--- src/rtl/fwd_select_tracker.sv ---
// -----------------------------------------------------------------------------
// fwd_select_tracker
//
// Forwarding-control stage for the pipelined CPU. It follows the destination
// registers of in-flight instructions through EX, MEM, WB (and WB+1 when
// FWD_WB2_EN is defined). It produces registered 2-bit operand-mux selects
// that are valid for the whole EX cycle of the instruction they belong to.
//
// Select codes:
//   0  register-file data
//   1  EX/MEM ALU result
//   2  MEM/WB writeback data
//   3  WB+1 delayed writeback data
//      Produced only with FWD_WB2_EN defined. Without the macro the register
//      file is write-through, so a WB-stage producer needs no forwarding.
//
// Optional feature macro: FWD_WB2_EN
//
// Ports:
//   clk_i          rising-edge clock
//   rst_i          asynchronous reset, active-high
//   stall_i        ID holds its instruction; a bubble enters EX
//   flush_i        ID instruction discarded; a bubble enters EX
//   id_rs_i        ID source register A
//   id_rt_i        ID source register B
//   id_rd_i        ID destination register
//   id_regwrite_i  ID instruction writes the register file
//   id_memread_i   ID instruction is a load
//   fwd_a_sel_o    operand-A select for the current EX instruction
//   fwd_b_sel_o    operand-B select for the current EX instruction
//   load_use_o     combinational load-use hazard for the ID instruction
// -----------------------------------------------------------------------------
module fwd_select_tracker #(
  parameter int ADDR_W = 5
) (
  input  logic              clk_i,
  input  logic              rst_i,
  input  logic              stall_i,
  input  logic              flush_i,
  input  logic [ADDR_W-1:0] id_rs_i,
  input  logic [ADDR_W-1:0] id_rt_i,
  input  logic [ADDR_W-1:0] id_rd_i,
  input  logic              id_regwrite_i,
  input  logic              id_memread_i,
  output logic [1:0]        fwd_a_sel_o,
  output logic [1:0]        fwd_b_sel_o,
  output logic              load_use_o
);

  // A record forwards only if its valid bit is set. The valid bit already
  // excludes register 0, so only the source needs an explicit zero test.
  function automatic logic src_hit(input logic              vld,
                                   input logic [ADDR_W-1:0] rd,
                                   input logic [ADDR_W-1:0] src);
    return vld && (src != '0) && (rd == src);
  endfunction

  // The newest producer wins.
  function automatic logic [1:0] pick_sel(input logic hit_ex,
                                          input logic hit_mem,
                                          input logic hit_wb);
    if (hit_ex)       return 2'd1;
    else if (hit_mem) return 2'd2;
    else if (hit_wb)  return 2'd3;
    else              return 2'd0;
  endfunction

  logic              issue;
  logic              id_vld;

  logic              rec_vld_p0;
  logic [ADDR_W-1:0] rec_rd_p0;
  logic              rec_mrd_p0;
  logic              rec_vld_p1;
  logic [ADDR_W-1:0] rec_rd_p1;

  logic              hit_a_wb;
  logic              hit_b_wb;
  logic [1:0]        sel_a_nxt;
  logic [1:0]        sel_b_nxt;

  assign issue  = !(stall_i || flush_i);
  assign id_vld = id_regwrite_i && (id_rd_i != '0);

`ifdef FWD_WB2_EN
  logic              rec_vld_p2;
  logic [ADDR_W-1:0] rec_rd_p2;
  logic              rec_vld_p3;
  logic [ADDR_W-1:0] rec_rd_p3;

  assign hit_a_wb = src_hit(rec_vld_p2, rec_rd_p2, id_rs_i);
  assign hit_b_wb = src_hit(rec_vld_p2, rec_rd_p2, id_rt_i);
`else
  // The register file is write-through: a WB-stage producer is already
  // visible on the register-file read port.
  assign hit_a_wb = 1'b0;
  assign hit_b_wb = 1'b0;
`endif

  assign sel_a_nxt = pick_sel(src_hit(rec_vld_p0, rec_rd_p0, id_rs_i),
                              src_hit(rec_vld_p1, rec_rd_p1, id_rs_i),
                              hit_a_wb);
  assign sel_b_nxt = pick_sel(src_hit(rec_vld_p0, rec_rd_p0, id_rt_i),
                              src_hit(rec_vld_p1, rec_rd_p1, id_rt_i),
                              hit_b_wb);

  // A load in EX blocks any ID instruction that reads its destination.
  // The valid bit of the EX record already guarantees rd != 0.
  assign load_use_o = rec_vld_p0 && rec_mrd_p0 &&
                      (((rec_rd_p0 == id_rs_i) && (id_rs_i != '0)) ||
                       ((rec_rd_p0 == id_rt_i) && (id_rt_i != '0)));

  // ID -> EX: the EX record and the selects for the instruction entering EX.
  // A bubble clears both the record valid bit and the selects.
  always_ff @(posedge clk_i or posedge rst_i) begin
    if (rst_i) begin
      rec_vld_p0  <= 1'b0;
      fwd_a_sel_o <= 2'd0;
      fwd_b_sel_o <= 2'd0;
    end else if (issue) begin
      rec_vld_p0  <= id_vld;
      fwd_a_sel_o <= sel_a_nxt;
      fwd_b_sel_o <= sel_b_nxt;
    end else begin
      rec_vld_p0  <= 1'b0;
      fwd_a_sel_o <= 2'd0;
      fwd_b_sel_o <= 2'd0;
    end
  end

  // The register and load fields are qualified by the valid bits, so they
  // are loaded every cycle and are not reset.
  always_ff @(posedge clk_i) begin
    rec_rd_p0  <= id_rd_i;
    rec_mrd_p0 <= id_memread_i;
  end

  // EX -> MEM
  always_ff @(posedge clk_i or posedge rst_i) begin
    if (rst_i) rec_vld_p1 <= 1'b0;
    else       rec_vld_p1 <= rec_vld_p0;
  end

  always_ff @(posedge clk_i) begin
    rec_rd_p1 <= rec_rd_p0;
  end

`ifdef FWD_WB2_EN
  // MEM -> WB and WB -> WB+1
  always_ff @(posedge clk_i or posedge rst_i) begin
    if (rst_i) begin
      rec_vld_p2 <= 1'b0;
      rec_vld_p3 <= 1'b0;
    end else begin
      rec_vld_p2 <= rec_vld_p1;
      rec_vld_p3 <= rec_vld_p2;
    end
  end

  always_ff @(posedge clk_i) begin
    rec_rd_p2 <= rec_rd_p1;
    rec_rd_p3 <= rec_rd_p2;
  end
`endif

endmodule

--- config.mk ---
export PLATFORM = sky130hd
export DESIGN_NAME = fwd_select_tracker
export DESIGN_NICKNAME = d
export VERILOG_FILES = /design/src/rtl/fwd_select_tracker.sv
export SDC_FILE = /design/constraint.sdc
export NUM_CORES = 1
export LEC_CHECK = 0
export CORE_ASPECT_RATIO = 1.1
export CORE_MARGIN = 5
export CORE_UTILIZATION = 48
export CTS_BUF_LIST = sky130_fd_sc_hd__clkbuf_8
export CTS_CLUSTER_DIAMETER = 30
export CTS_CLUSTER_SIZE = 14
export DETAILED_ROUTE_END_ITERATION = 6
export PLACE_DENSITY = 0.95
export SYNTH_ARGS = -nofsm -noshare
export SYNTH_HDL_FRONTEND = slang
export SYNTH_SLANG_ARGS = --single-unit
--- constraint.sdc ---
create_clock -name clk_i -period 2.6 [get_ports clk_i]
set_clock_uncertainty 0.2 [all_clocks]
set_input_delay 0.52 -clock clk_i [delete_from_list [all_inputs] [get_ports clk_i]]
set_output_delay 0.52 -clock clk_i [all_outputs]
set_load 0.1 [all_outputs]
==> results.md <==
* Worst-skew pair later-pin latency at 250 ps
* WP data required at 1880 ps
* Wire length of the first global-routing pass at 3090 um
* Final Net Count at 122
* IO buf count at 25
* Met3 wire length at 108 um
* Maximum resistive drop on vdd at 0.377 mV
* Antenna diode instance count at 0
* Overall routing resource usage at 18.6%
* Clock-pin slew on the worst setup and hold paths at 60 ps
* Final estimated routing congestion in global placement at 0.849
* CTS tree: done
* Launching element type of the critical path: input pin
* Clock buffer depth at 2
* Num rows at 14
* Leakage at 0.486 nW
* Die Y at 50.3 um
* Most common cell after layout, fill and taps aside: sky130_fd_sc_hd__buf_4
* Final cell area excluding filler cells at 0.00115 sq mm
* Power, Total at 564 uW
* Total detailed-routing wirelength at 2030 um
* Antenna violations before repair at 0
* Power per Cell Area at 491 mW/mm^2
* H-Tree Depth at 1
* Maximum operating frequency at 0.388 GHz
* Number of maximum-capacitance violations at 0
* Clock tree sinks at 17
* Worst-case reg-to-reg path depth at 3
* Share of the synthesized area in the top cell type at 31.1%
* Initial cell density of the core at 51.2%
* Drt first-iter violations at 9
* # setup viols final at 0
* Run status: finished clean
* Slew @ Worst Pin at 343 ps
* Critical path capture point type: primary output
* Hold buffer count at CTS at 0
* Number of unique standard cell types used by synthesis at 20
* Class of the tightest hold or removal check: flop to flop
* Total gr overflow at 0
* Wire length on met2 at 1040 um
* Worst relative slew slack at 77.1%
* Period utilisation layout at 99.0%
* Die Width at 46.6 um
* Total DRC errors in the routed layout at 0
* Layout overhead on the synthesized area at 62.2%
* Most used cells in the layout excluding fill and tap cells: sky130_fd_sc_hd__buf_4, sky130_fd_sc_hd__xnor2_1, sky130_fd_sc_hd__dfxtp_1
* Reg-to-reg setup timing slack at 1100 ps
* Uppermost metal layer occupied by signal nets: met4
* DIE AREA at 0.00234 sq mm
* Dpl hpwl at 1430 um
* Critical path start-end classification: input pin to primary output
* Pin count of the biggest net entering global routing at 10
* Final ANT Viol Nets at 0
* Gate Count Post-Synth at 58
* Cell types with the largest area share after synthesis: sky130_fd_sc_hd__dfxtp_1, sky130_fd_sc_hd__dfrtp_1, sky130_fd_sc_hd__xnor2_1
* Arrival time of data at the critical path endpoint at 1850 ps
* Std-Cell Core Area at 0.00138 sq mm
* Hold violation count in the final report at 0
* RSZ-0062 raised after global routing: no
* 1st-pass router iterations at 4
* Vias in the first global route at 647
* Yosys warns at 0
* Average routed wire per standard cell at 17.5 um
* Crit path time final at 2570 ps
* Finished Core Util at 83.0%
* Syn_nets at 79
* Netlist Area Pre-Place at 708 sq um
* Number of stages on the worst hold path at 0
* Cell at the root of the clock tree: sky130_fd_sc_hd__clkbuf_8
* Max Transition Viols Final at 0
* Cell taking the most area after synthesis: sky130_fd_sc_hd__dfxtp_1
* Total of flip-flops plus latches after synthesis at 17
* Vias after detailed routing at 622
* Length of routed wiring on met1 at 862 um
* Area after detailed placement at 0.00105 sq mm
* TritonCTS Buffers at 3
* Fraction of layout cells with a size suffix above 1 at 38.0%
* Vias/cell at 5.36
* Top-level I/O count at 26
* Hold slack final at 206 ps
* Crit-path max FO at 2
* Fraction of the yosys area taken by sequential cells at 52.3%
* Post-Synthesis Mean Instance Area at 12.2 sq um
worst paths after layout:
kind	startpoint	to
max	id_rt_i[2]	load_use_o
min	rec_rd_p0[4]	rec_rd_p1[4]
max reg2reg	rec_rd_p1[3]	fwd_a_sel_o[1]
min reg2reg	rec_rd_p0[4]	rec_rd_p1[4]
max in group asynchronous	rst_i	fwd_a_sel_o[0]
min in group asynchronous	rst_i	rec_vld_p0
metrics by stage:
stage,setup slack (ps),cells,setup TNS (ps)
3_5_place_dp,-303,108,-303
4_1_cts,0.113,115,0
5_1_grt,3.43,116,0
3_3_place_gp,-280,108,-280
6_report,25.8,116,0
2_1_floorplan,257,58,0
state kept, by name, indices dropped and copies added (netlist names):
signal,cells
rec_mrd_p0,1
rec_vld_p1,1
rec_rd_p0,5
fwd_b_sel_o,2
rec_vld_p0,1
fwd_a_sel_o,2
rec_rd_p1,5
where the power goes:
group | internal [mW] | leakage, nW | switching, mW
clock | 0.105 | 0.0269 | 0.0819
sequential | 0.273 | 0.176 | 0.0108
combinational | 0.0538 | 0.284 | 0.0399
total | 0.431 | 0.486 | 0.133
cell usage after synthesis:
library cell	number
sky130_fd_sc_hd__o21a_1	1
sky130_fd_sc_hd__inv_1	1
sky130_fd_sc_hd__nor2_2	1
sky130_fd_sc_hd__nand4_1	4
sky130_fd_sc_hd__dfrtp_1	6
sky130_fd_sc_hd__xnor2_1	13
sky130_fd_sc_hd__xor2_1	7
sky130_fd_sc_hd__nor2_1	1
sky130_fd_sc_hd__o311a_1	1
sky130_fd_sc_hd__or4_4	1
sky130_fd_sc_hd__and2_2	1
sky130_fd_sc_hd__or3_2	1
sky130_fd_sc_hd__and2_1	1
sky130_fd_sc_hd__nor4_1	1
sky130_fd_sc_hd__nor2_4	1
sky130_fd_sc_hd__or4_1	1
sky130_fd_sc_hd__nand3_1	1
sky130_fd_sc_hd__or3_1	1
sky130_fd_sc_hd__nor4_2	3
sky130_fd_sc_hd__dfxtp_1	11
routing by layer:
metal / up-vias / GRT usage (%)
met4: 0 / 7.37
met3: 2 / 2.50
li1: 289 / -
met1: 303 / 24.4
met5: - / 0
met2: 28 / 30.3
worst max-delay path, cell delays in order:
cell and delay (ps):
sky130_fd_sc_hd__clkdlybuf4s15_2 200, sky130_fd_sc_hd__or4_4 540, sky130_fd_sc_hd__nor2_4 130, sky130_fd_sc_hd__nor4_4 60, sky130_fd_sc_hd__o21a_2 230, sky130_fd_sc_hd__buf_12 170
timing repair:
item | CTS | global route
setup buffers | 3 | 1
gates cloned | 0 | 0
endpoints found under the setup margin | 1 | 1
gates resized for setup | 27 | 2
pin swaps | 8 | 4
cells by family (layout without fill, tap and decap cells):
logic type	count (synthesis)	in the layout	share of synthesized area [%]
XOR/XNOR	20	20	24.7
buffers and inverters	1	43	0.530
AO/OA/AOI/OAI	2	2	2.47
AND/OR/NAND/NOR	18	18	20.0
flip-flops	17	17	52.3
cell type report:
| class | count | area [sq um] |
|---|---|---|
| flip-flops and latches | 17 | 370 |
| inverters | 1 | 3.75 |
| clock inverters | 1 | 3.75 |
| clock buffers | 3 | 41.3 |
| multi-input cells | 40 | 375 |
| fillers | 76 | 235 |
| repair buffers | 38 | 334 |
| well taps | 16 | 20.0 |
Power figures use the tool's default switching activity.
